`config.mk`:
```
export PLATFORM = sky130hd
export DESIGN_NAME = hoop_pass_detector
export DESIGN_NICKNAME = d
export VERILOG_FILES = /design/src/rtl/hoop_pkg.sv /design/src/rtl/frame_overlap_counter.sv /design/src/rtl/hoop_pass_detector.sv
export SDC_FILE = /design/constraint.sdc
export NUM_CORES = 1
export LEC_CHECK = 0
export CAP_MARGIN = 20
export CORE_UTILIZATION = 54
export DETAILED_ROUTE_END_ITERATION = 8
export PLACE_DENSITY = 0.83
export SLEW_MARGIN = 10
export SYNTH_ARGS = -nofsm -noshare
export SYNTH_HDL_FRONTEND = slang
export SYNTH_SLANG_ARGS = --single-unit
export TNS_END_PERCENT = 30
```
`constraint.sdc`:
```
create_clock -name clk -period 2.3 [get_ports clk]
set_input_delay 0.23 -clock clk [delete_from_list [all_inputs] [get_ports clk]]
set_output_delay 0.23 -clock clk [all_outputs]
set_load 0.05 [all_outputs]
```
`src/rtl/hoop_pkg.sv`:
```
// Shared types, default thresholds and helpers for the hoop pass/crash detector.
package hoop_pkg;

   typedef enum logic [1:0] {
      IDLE     = 2'd0,
      INSIDE   = 2'd1,
      COOLDOWN = 2'd2
   } hoop_state_t;

   typedef enum {
      CLS_CLEAR,
      CLS_PARTIAL,
      CLS_IN,
      CLS_RIM
   } frame_class_t;

   localparam int CNT_W_DEF             = 16;
   localparam int IN_THRESH_DEF         = 32;
   localparam int RIM_THRESH_DEF        = 4;
   localparam int MIN_INSIDE_FRAMES_DEF = 3;
   localparam int COOLDOWN_FRAMES_DEF   = 30;

   function automatic logic [7:0] sat_inc8(input logic [7:0] v);
      return (v == 8'hFF) ? 8'hFF : v + 8'd1;
   endfunction

endpackage

```
`src/rtl/frame_overlap_counter.sv`:
```
// Per-frame rim/interior overlap accumulators; classifies the finished frame at each startOfFrame.
module frame_overlap_counter
   import hoop_pkg::*;
#(
   parameter int CNT_W      = CNT_W_DEF,
   parameter int IN_THRESH  = IN_THRESH_DEF,
   parameter int RIM_THRESH = RIM_THRESH_DEF
) (
   input  logic         clk_i,
   input  logic         rst_i,
   input  logic         sof_i,
   input  logic         rim_pix_i,
   input  logic         in_pix_i,
   output frame_class_t class_o,
   output logic         class_valid_o
);

   localparam logic [CNT_W-1:0] CNT_MAX  = {CNT_W{1'b1}};
   localparam logic [CNT_W-1:0] CNT_ZERO = {CNT_W{1'b0}};
   localparam logic [CNT_W-1:0] CNT_ONE  = {{(CNT_W-1){1'b0}}, 1'b1};
   localparam logic [CNT_W-1:0] IN_TH    = CNT_W'(IN_THRESH);
   localparam logic [CNT_W-1:0] RIM_TH   = CNT_W'(RIM_THRESH);

   logic [CNT_W-1:0] rim_cnt_q, rim_cnt_d;
   logic [CNT_W-1:0] in_cnt_q, in_cnt_d;
   logic             frame_valid_q;
   frame_class_t     class_s;

   // A pixel on the startOfFrame cycle already belongs to the new frame.
   always_comb begin
      rim_cnt_d = rim_cnt_q;
      in_cnt_d  = in_cnt_q;
      if (sof_i) begin
         rim_cnt_d = rim_pix_i ? CNT_ONE : CNT_ZERO;
         in_cnt_d  = in_pix_i ? CNT_ONE : CNT_ZERO;
      end else begin
         if (rim_pix_i && (rim_cnt_q != CNT_MAX)) begin
            rim_cnt_d = rim_cnt_q + CNT_ONE;
         end else begin
            rim_cnt_d = rim_cnt_q;
         end
         if (in_pix_i && (in_cnt_q != CNT_MAX)) begin
            in_cnt_d = in_cnt_q + CNT_ONE;
         end else begin
            in_cnt_d = in_cnt_q;
         end
      end
   end

   always_ff @(posedge clk_i or posedge rst_i) begin
      if (rst_i) begin
         rim_cnt_q     <= CNT_ZERO;
         in_cnt_q      <= CNT_ZERO;
         frame_valid_q <= 1'b0;
      end else begin
         rim_cnt_q <= rim_cnt_d;
         in_cnt_q  <= in_cnt_d;
         if (sof_i) begin
            frame_valid_q <= 1'b1;
         end
      end
   end

   // Rim contact outranks interior overlap.
   always_comb begin
      class_s = CLS_PARTIAL;
      if (rim_cnt_q >= RIM_TH) begin
         class_s = CLS_RIM;
      end else if (in_cnt_q >= IN_TH) begin
         class_s = CLS_IN;
      end else if ((rim_cnt_q == CNT_ZERO) && (in_cnt_q == CNT_ZERO)) begin
         class_s = CLS_CLEAR;
      end else begin
         class_s = CLS_PARTIAL;
      end
   end

   assign class_o       = class_s;
   assign class_valid_o = sof_i & frame_valid_q;

endmodule

```
`src/rtl/hoop_pass_detector.sv`:
```
// Decides hoop pass-through or rim crash across frames and pulses the result to game control.
module hoop_pass_detector
   import hoop_pkg::*;
#(
   parameter int CNT_W             = CNT_W_DEF,
   parameter int IN_THRESH         = IN_THRESH_DEF,
   parameter int RIM_THRESH        = RIM_THRESH_DEF,
   parameter int MIN_INSIDE_FRAMES = MIN_INSIDE_FRAMES_DEF,
   parameter int COOLDOWN_FRAMES   = COOLDOWN_FRAMES_DEF
) (
   input  logic       clk,
   input  logic       resetN,
   input  logic       startOfFrame,
   input  logic       playerDrawingRequest,
   input  logic       hoopInsideRect,
   input  logic       hoopTopDrawingRequest,
   input  logic       hoopBotDrawingRequest,
   output logic       passPulse,
   output logic       crashPulse,
   output logic [7:0] passCount,
   output logic       busy
);

   localparam logic [7:0] MIN_IN   = 8'(MIN_INSIDE_FRAMES);
   localparam logic [7:0] CD_LIMIT = 8'(COOLDOWN_FRAMES);

   logic         rim_pix_s, in_pix_s, class_valid_s;
   frame_class_t frame_class_s;
   hoop_state_t  state_q;
   logic [7:0]   inside_frames_q, cd_cnt_q, pass_count_q, cd_inc_s;
   logic         pass_pulse_q, crash_pulse_q, busy_q;

   assign rim_pix_s = playerDrawingRequest & (hoopTopDrawingRequest | hoopBotDrawingRequest);
   assign in_pix_s  = playerDrawingRequest & hoopInsideRect &
                      ~hoopTopDrawingRequest & ~hoopBotDrawingRequest;
   assign cd_inc_s  = cd_cnt_q + 8'd1;

   frame_overlap_counter #(
      .CNT_W      (CNT_W),
      .IN_THRESH  (IN_THRESH),
      .RIM_THRESH (RIM_THRESH)
   ) u_counter (
      .clk_i         (clk),
      .rst_i         (resetN),
      .sof_i         (startOfFrame),
      .rim_pix_i     (rim_pix_s),
      .in_pix_i      (in_pix_s),
      .class_o       (frame_class_s),
      .class_valid_o (class_valid_s)
   );

   // Acts on the startOfFrame cycle so pulses appear on the very next cycle.
   always_ff @(posedge clk or posedge resetN) begin
      if (resetN) begin
         state_q         <= IDLE;
         inside_frames_q <= 8'd0;
         cd_cnt_q        <= 8'd0;
         pass_count_q    <= 8'd0;
         pass_pulse_q    <= 1'b0;
         crash_pulse_q   <= 1'b0;
         busy_q          <= 1'b0;
      end else begin
         pass_pulse_q  <= 1'b0;
         crash_pulse_q <= 1'b0;
         if (class_valid_s) begin
            case (state_q)
               IDLE: begin
                  if (frame_class_s == CLS_RIM) begin
                     crash_pulse_q <= 1'b1;
                     cd_cnt_q      <= 8'd0;
                     state_q       <= COOLDOWN;
                     busy_q        <= 1'b1;
                  end else if (frame_class_s == CLS_IN) begin
                     inside_frames_q <= 8'd1;
                     state_q         <= INSIDE;
                     busy_q          <= 1'b1;
                  end else begin
                     state_q <= IDLE;
                     busy_q  <= 1'b0;
                  end
               end
               INSIDE: begin
                  case (frame_class_s)
                     CLS_RIM: begin
                        crash_pulse_q <= 1'b1;
                        cd_cnt_q      <= 8'd0;
                        state_q       <= COOLDOWN;
                        busy_q        <= 1'b1;
                     end
                     CLS_CLEAR: begin
                        // Too few inside frames means the player only grazed the hoop area.
                        if (inside_frames_q >= MIN_IN) begin
                           pass_pulse_q <= 1'b1;
                           pass_count_q <= sat_inc8(pass_count_q);
                           cd_cnt_q     <= 8'd0;
                           state_q      <= COOLDOWN;
                           busy_q       <= 1'b1;
                        end else begin
                           state_q <= IDLE;
                           busy_q  <= 1'b0;
                        end
                     end
                     CLS_IN, CLS_PARTIAL: begin
                        inside_frames_q <= sat_inc8(inside_frames_q);
                     end
                     default: begin
                        state_q <= IDLE;
                        busy_q  <= 1'b0;
                     end
                  endcase
               end
               COOLDOWN: begin
                  if (cd_inc_s == CD_LIMIT) begin
                     cd_cnt_q <= 8'd0;
                     state_q  <= IDLE;
                     busy_q   <= 1'b0;
                  end else begin
                     cd_cnt_q <= cd_inc_s;
                  end
               end
               default: begin
                  state_q <= IDLE;
                  busy_q  <= 1'b0;
               end
            endcase
         end
      end
   end

   assign passPulse  = pass_pulse_q;
   assign crashPulse = crash_pulse_q;
   assign passCount  = pass_count_q;
   assign busy       = busy_q;

endmodule

```
==> results.sh, run 1 <==
export IMPL_outcome="finished with violations"
export IMPL_violations="setup timing"
export IMPL_critical_path_capture_point="passCount[7]$_DFFE_PP0P_"
export IMPL_syn_inst=389
export IMPL_route_antenna_remaining_nets=0
export IMPL_total_power_mw=2.48
export IMPL_synthDistinctLibCells=52
export IMPL_worstRegToRegCells=10
export IMPL_first_global_vias=3232
export IMPL_post_synth_edffs=0
export IMPL_async_flop_share_pct=100
export IMPL_area_delta_synth_final_pct=29.1
export IMPL_synth_warning_count=0
export IMPL_first_pass_grt_wire_length_mm=14.6
export IMPL_num_io_pins=18
export IMPL_syn_cell_area_um2=3580
export IMPL_dp_cells=521
export IMPL_grt_ovfl_total=0
export IMPL_setup_viol=20
export IMPL_worstSetupStartpointType="flop"
export IMPL_grt_max_degree=36
export IMPL_rsz0062_at_grt="true"
export IMPL_dpl_hpwl_mm=5.60
export IMPL_clk_insertion_delay_late_ns=0.35
export IMPL_io_buffers=17
export IMPL_crit_fanout=5
export IMPL_post_layout_nonfiller_instances=544
export IMPL_timing_critical_path_arrival_ns=2.71
export IMPL_drt_pass1_iterations=4
export IMPL_rows=29
export IMPL_power_density_nw_per_um2=536
export IMPL_area_contributors_post_synth="dfrtp_1, nor2_1, ha_1"
export IMPL_setup_ws_final_ns=-0.165
export IMPL_timing_hold_violations_final=0
export IMPL_synthesis_nets=408
export IMPL_synth_largest_area_cell="dfrtp_1"
export IMPL_slew_viol_final=0
export IMPL_period_minus_slack_ns=2.46
export IMPL_period_share_pct=107
export IMPL_chipHeight_um=83.5
export IMPL_die_w_um=83.5
export IMPL_cts_made_buffers=9
export IMPL_ys_ff_latch=62
export IMPL_critPathCaptureType="flop"
export IMPL_yosysMostFrequentCell="dfrtp_1"
export IMPL_ctsHtreeMaxLevel=3
export IMPL_maximum_clock_path_buffer_count=2
export IMPL_route_detailed_vias_per_inst=6.12
export IMPL_vdd_ir_drop_max_mv=0.445
export IMPL_initial_core_util_pct=56.1
export IMPL_final_weighted_congestion_of_routability_driven_global_placement=0.824
export IMPL_r2r_slack_ns=-0.16
export IMPL_grt_antenna_before_repair=0
export IMPL_grt_use_total_pct=26.2
export IMPL_max_freq_mhz=406
export IMPL_seq_area_frac_synth_pct=43.3
export IMPL_maxCapViolCount=0
export IMPL_dr_total_vias=3330
export IMPL_num_antenna_cells=0
export IMPL_routed_wire_length_per_instance_um=16.7
export IMPL_synth_largest_type_area_fraction_pct=43.3
export IMPL_worstMarginPinSlew_ns=0.719
export IMPL_finClkSkew_ns=0.0115
export IMPL_layout_nets=483
export IMPL_drtIter0Drc=278
export IMPL_worstPathRequired_ns=2.54
export IMPL_final_layout_size_suffix_gt1_share_pct=24.4
export IMPL_cts_root_buffer="clkbuf_8"
export IMPL_leading_post_synthesis_cells_by_instance_count="dfrtp_1, nor2_1, nand2_1"
export IMPL_critPathKind="flop to flop"
export IMPL_reg_to_reg_startpoint="u_counter.in_cnt_q[15]$_DFFE_PP0P_"
export IMPL_tritoncts="done"
export IMPL_synth_avg_cell_area_um2=9.21
export IMPL_routed_wirelength_mm=9.06
export IMPL_cts_sinks=62
export IMPL_slew_limit_headroom_pct=51.6
export IMPL_fp_coreArea_um2=6390
export IMPL_power_leakage_nw=1.94
export IMPL_critPathLaunch="u_counter.in_cnt_q[15]$_DFFE_PP0P_"
export IMPL_remaining_drc_errors=0
export IMPL_reg_to_reg_endpoint="passCount[7]$_DFFE_PP0P_"
export IMPL_yosys_most_used_dff="dfrtp_1"
export IMPL_hold_class="primary input to asynchronous set/reset pin"
export IMPL_path_clk_slew_ns=0.08
export IMPL_die_area_um2=6970
[cell usage in the layout (no fill, tap or decap), types with 4 or more instances in the layout]
cell type / count
o21ai_1: 10
nand4_1: 10
dfrtp_1: 62
ha_1: 10
and4_1: 5
a31oi_1: 4
nor2_1: 47
nand2_1: 31
nand2b_1: 8
nand3_1: 16
buf_4: 53
nor4_1: 11
o211ai_1: 8
and3_1: 4
a41oi_1: 4
clkdlybuf4s50_1: 17
a21oi_1: 11
xnor2_1: 14
a21oi_2: 4
xor2_1: 15
inv_1: 9
nor2b_1: 4
nor3_1: 11
o21ai_0: 11
o2111ai_1: 4
clkbuf_8: 10
[how the worst min path moves through the flow]
stage	to	depth (start not counted)	slack [ns]
final	passCount[1]$_DFFE_PP0P_	2	0.25
after floorplan	u_counter.rim_cnt_q[7]$_DFFE_PP0P_	2	0.41
after detailed placement	u_counter.frame_valid_q$_DFFE_PP0P_	1	0.48
after global routing	passCount[7]$_DFFE_PP0P_	2	0.32
after global placement	u_counter.frame_valid_q$_DFFE_PP0P_	1	0.47
after CTS	passCount[0]$_DFFE_PP0P_	2	0.28
[kinds of logic after synthesis]
logic type,count (synthesis),synth area share [%]
fa+ha+maj,12,4.19
buf+inv,26,3.21
simple gates,174,25.3
compound gates,80,15.0
xor+xnor,29,7.09
mux,6,1.82
flops,62,43.3
[layout make-up]
cell class | count | area, um2
clock buffers | 10 | 138
fillers | 420 | 1760
repair buffers | 76 | 662
flip-flops and latches | 62 | 1550
inverters | 14 | 57.6
multi-input cells | 301 | 2100
clock inverters | 4 | 25.0
well taps | 77 | 96.3
[flip-flops by register name, summed over array words and instances, names as in the netlist]
register,flops
u_counter.frame_valid_q,1
passPulse,1
state_q,2
u_counter.rim_cnt_q,16
busy,1
passCount,8
u_counter.in_cnt_q,16
crashPulse,1
cd_cnt_q,8
inside_frames_q,8
[metrics by stage]
stage                     TNS, ns  area [um2]  setup slack [ns]  hold WS [ns]  utilization [%]
after global placement      -1.02        4180            -0.104         0.468             65.5
after global routing        -3.49        4630            -0.281         0.320             72.4
after floorplan           -0.0358        3590          -0.00909         0.407                -
after detailed placement    -3.26        4180            -0.225         0.476             65.5
after CTS                 -0.0951        4510           -0.0355         0.276             70.6
final                      -0.955        4630            -0.165         0.251             72.4
[worst max-delay path, stage by stage (launching register included)]
cell      delay [ns]
dfrtp_1         0.39
nor4_2          0.34
nand3_2         0.17
buf_4           0.17
nor2_4          0.16
ha_4            0.17
inv_4           0.04
a211oi_4        0.18
and2_4          0.23
nand4_1         0.16
mux2_1          0.35
[metal layers]
| metal | vias up | global-route usage (%) | share of wire, % |
|---|---|---|---|
| met2 | 97 | 46.4 | 53 |
| li1 | 1565 | - | - |
| met3 | 26 | 5.84 | 3.8 |
| met5 | - | 0 | 0 |
| met1 | 1642 | 31.1 | 41 |
| met4 | 0 | 9.55 | 2.1 |
[power breakdown]
part	leakage [nW]	internal (mW)	total (mW)	switching (mW)
logic	1.01	0.193	0.412	0.219
clock network	0.0800	0.404	0.839	0.436
registers	0.844	1.15	1.23	0.0822
total	1.94	1.74	2.48	0.736
[timing repair]
item	in CTS	in global routing
endpoints found under the setup margin	27	27
pin swaps	11	8
hold buffers	0	0
cloned	1	1
buffers inserted	6	1
hold endpoints to repair	0	0
resized for setup	30	23
Note: power is estimated with default switching activity, not from simulation.
==> inputs of run 2 (changes only) <==
--- a/config.mk
+++ b/config.mk
@@ -5,10 +5,11 @@
 export SDC_FILE = /design/constraint.sdc
 export NUM_CORES = 1
 export LEC_CHECK = 0
+export ABC_AREA = 1
 export CAP_MARGIN = 20
 export CORE_UTILIZATION = 54
 export DETAILED_ROUTE_END_ITERATION = 8
-export PLACE_DENSITY = 0.83
+export PLACE_DENSITY = 0.82
 export SLEW_MARGIN = 10
 export SYNTH_ARGS = -nofsm -noshare
 export SYNTH_HDL_FRONTEND = slang
==> results.sh, run 2 <==
export IMPL_outcome="completed"
export IMPL_finClkSkew_ns=0.00983
export IMPL_routed_wire_length_per_instance_um=13.8
export IMPL_area_delta_synth_final_pct=20.1
export IMPL_grtUsageMet2_pct=45.6
export IMPL_synth_warning_count=0
export IMPL_cts_root_buffer="clkbuf_8"
export IMPL_path_clk_slew_ns=0.07
export IMPL_syn_cell_area_um2=3960
export IMPL_r2r_slack_ns=0.05
export IMPL_vdd_ir_drop_max_mv=0.361
export IMPL_async_flop_share_pct=100
export IMPL_ctsHtreeMaxLevel=3
export IMPL_clk_insertion_delay_late_ns=0.35
export IMPL_grt_use_met3_pct=4.24
export IMPL_tritoncts="done"
export IMPL_yosys_most_used_dff="dfrtp_1"
export IMPL_fp_coreArea_um2=6940
export IMPL_num_antenna_cells=0
export IMPL_area_contributors_post_synth="dfrtp_1, nand2_1, inv_1"
export IMPL_leading_post_synthesis_cells_by_instance_count="nand2_1, inv_1, dfrtp_1"
export IMPL_setup_ws_final_ns=0.0482
export IMPL_first_pass_grt_wire_length_mm=16.0
export IMPL_reg_to_reg_startpoint="u_counter.rim_cnt_q[13]$_DFFE_PP0P_"
export IMPL_dr_total_vias=3904
export IMPL_synthesis_nets=573
export IMPL_synthDistinctLibCells=33
export IMPL_mostFrequentLayoutCell="nand2_1"
export IMPL_initial_core_util_pct=57.0
export IMPL_grt_max_degree=42
export IMPL_dpl_hpwl_mm=6.71
export IMPL_setup_viol=0
export IMPL_power_leakage_nw=2.20
export IMPL_routed_wirelength_mm=9.70
export IMPL_final_cell_mix="nand2_1, inv_1, dfrtp_1"
export IMPL_route_antenna_remaining_nets=0
export IMPL_final_setup_tns_ns=0
export IMPL_post_synth_edffs=0
export IMPL_worstPathRequired_ns=2.56
export IMPL_biggestRegsByFlops="u_counter.in_cnt_q x16, u_counter.rim_cnt_q x16"
export IMPL_crit_fanout=6
export IMPL_rows=30
export IMPL_seq_area_frac_synth_pct=39.2
export IMPL_layout_nets=623
export IMPL_cts_made_buffers=9
export IMPL_route_detailed_vias_per_inst=5.55
export IMPL_busiest_layer="met2"
export IMPL_ys_ff_latch=62
export IMPL_drt_pass1_iterations=5
export IMPL_syn_inst=554
export IMPL_period_share_pct=97.9
export IMPL_maxCapViolCount=0
export IMPL_die_w_um=87.7
export IMPL_post_place_ws_ns=-0.0200
export IMPL_drtIter0Drc=367
export IMPL_reg_to_reg_endpoint="inside_frames_q[6]$_DFFE_PP0P_"
export IMPL_chipHeight_um=87.7
export IMPL_grtUsageMet1_pct=32.0
export IMPL_io_buffers=17
export IMPL_worstSetupStartpointType="flop"
export IMPL_maximum_clock_path_buffer_count=2
export IMPL_die_area_um2=7680
export IMPL_worstMarginPinSlew_ns=0.606
export IMPL_timing_hold_violations_final=0
export IMPL_hold_class="primary input to asynchronous set/reset pin"
export IMPL_power_density_nw_per_um2=722
export IMPL_num_io_pins=18
export IMPL_slew_viol_final=0
export IMPL_grt_use_total_pct=26.4
export IMPL_synth_largest_type_area_fraction_pct=39.2
export IMPL_grt_ovfl_total=0
export IMPL_critPathLaunch="u_counter.rim_cnt_q[13]$_DFFE_PP0P_"
export IMPL_timing_critical_path_arrival_ns=2.52
export IMPL_first_global_vias=3787
export IMPL_final_layout_size_suffix_gt1_share_pct=15.5
export IMPL_max_freq_mhz=444
export IMPL_critPathCaptureType="flop"
export IMPL_final_weighted_congestion_of_routability_driven_global_placement=0.914
export IMPL_slew_limit_headroom_pct=59.3
export IMPL_fillCellCount=565
export IMPL_worstRegToRegCells=13
export IMPL_rsz0062_at_grt="true"
export IMPL_critPathKind="flop to flop"
export IMPL_remaining_drc_errors=0
export IMPL_grt_antenna_before_repair=0
export IMPL_synth_avg_cell_area_um2=7.15
export IMPL_synth_largest_area_cell="dfrtp_1"
export IMPL_final_design_utilization_pct=68.5
export IMPL_yosysMostFrequentCell="nand2_1"
export IMPL_period_minus_slack_ns=2.25
export IMPL_cts_sinks=62
## run 2: cell types whose count changed after synthesis, moves of 7 or more
cell	previous run	this run
nor4_1	14	0
xnor2_1	14	1
a21oi_1	16	7
nand2b_1	8	0
nor3_1	11	26
nand3_1	19	46
o211ai_1	8	1
nor2_1	49	56
nand4_1	10	25
o21ai_0	18	41
nand2_1	32	134
inv_1	14	84
## run 2: area by class of cell
| type | instances | area, um2 | share of cell area [%] |
|---|---|---|---|
| timing repair buffer | 44 | 405 | 8.52 |
| tap | 96 | 120 | 2.52 |
| inverter | 88 | 330 | 6.94 |
| clock buffer | 12 | 165 | 3.47 |
| clock inverter | 3 | 42.5 | 0.894 |
| sequential | 62 | 1550 | 32.6 |
| multi-input combinational | 399 | 2140 | 45.0 |
## run 2: metal layers
layer | vias up | wire [um] | part of all wire, %
met3 | 21 | 483 | 5.0
met2 | 133 | 4780 | 49
met5 | - | 0 | 0
met4 | 0 | 208 | 2.1
li1 | 1906 | - | -
met1 | 1844 | 4220 | 44
## run 2: how the worst max path moves through the flow
stage / to / cells past startpoint
floorplan: passCount[5]$_DFFE_PP0P_ / 12
global placement: inside_frames_q[6]$_DFFE_PP0P_ / 12
detailed placement: inside_frames_q[3]$_DFFE_PP0P_ / 13
CTS: inside_frames_q[0]$_DFFE_PP0P_ / 11
global route: inside_frames_q[6]$_DFFE_PP0P_ / 13
finish: inside_frames_q[6]$_DFFE_PP0P_ / 13
## run 2: where the power goes
| group | switching, mW | leakage [nW] | internal, mW |
|---|---|---|---|
| clock network | 0.422 | 0.104 | 0.581 |
| logic | 0.631 | 1.28 | 0.361 |
| registers | 0.183 | 0.818 | 1.26 |
| total | 1.24 | 2.20 | 2.20 |
## run 2: logic make-up after synthesis
family | after synthesis | share of synthesized area [%]
buffers and inverters | 93 | 9.19
DFF | 62 | 39.2
and+or+nand+nor | 308 | 35.5
AOI/OAI and AO/OA | 69 | 10.2
adders and majority gates | 12 | 3.79
xor gates and xnor gates | 10 | 2.21
## run 2: critical path, stage by stage, from the launching register on
cell     delay [ns]
dfrtp_1        0.39
or2_2          0.28
nor2_2         0.10
nand2_1        0.08
nor2_2         0.17
nand2_2        0.10
buf_6          0.13
ha_4           0.27
o22ai_2        0.10
nor2_4         0.11
inv_2          0.06
nor2_4         0.20
inv_2          0.09
o22ai_2        0.10
## run 2: through the flow
stage | area [um2] | instances | power, mW | hold slack (ns)
global placement | 4370 | 679 | 2.27 | 0.463
finish | 4760 | 704 | 3.44 | 0.215
detailed placement | 4370 | 679 | 2.32 | 0.463
global route | 4760 | 704 | 3.61 | 0.260
CTS | 4590 | 695 | 3.33 | 0.234
floorplan | 3960 | 554 | 2.04 | 0.342
## run 2: what timing repair did
item,in CTS,in global routing
setup endpoints to repair,7,27
buffers inserted,1,9
hold buffers,0,0
gates resized for setup,1,38
hold endpoints to repair,0,0
pin swaps,1,8
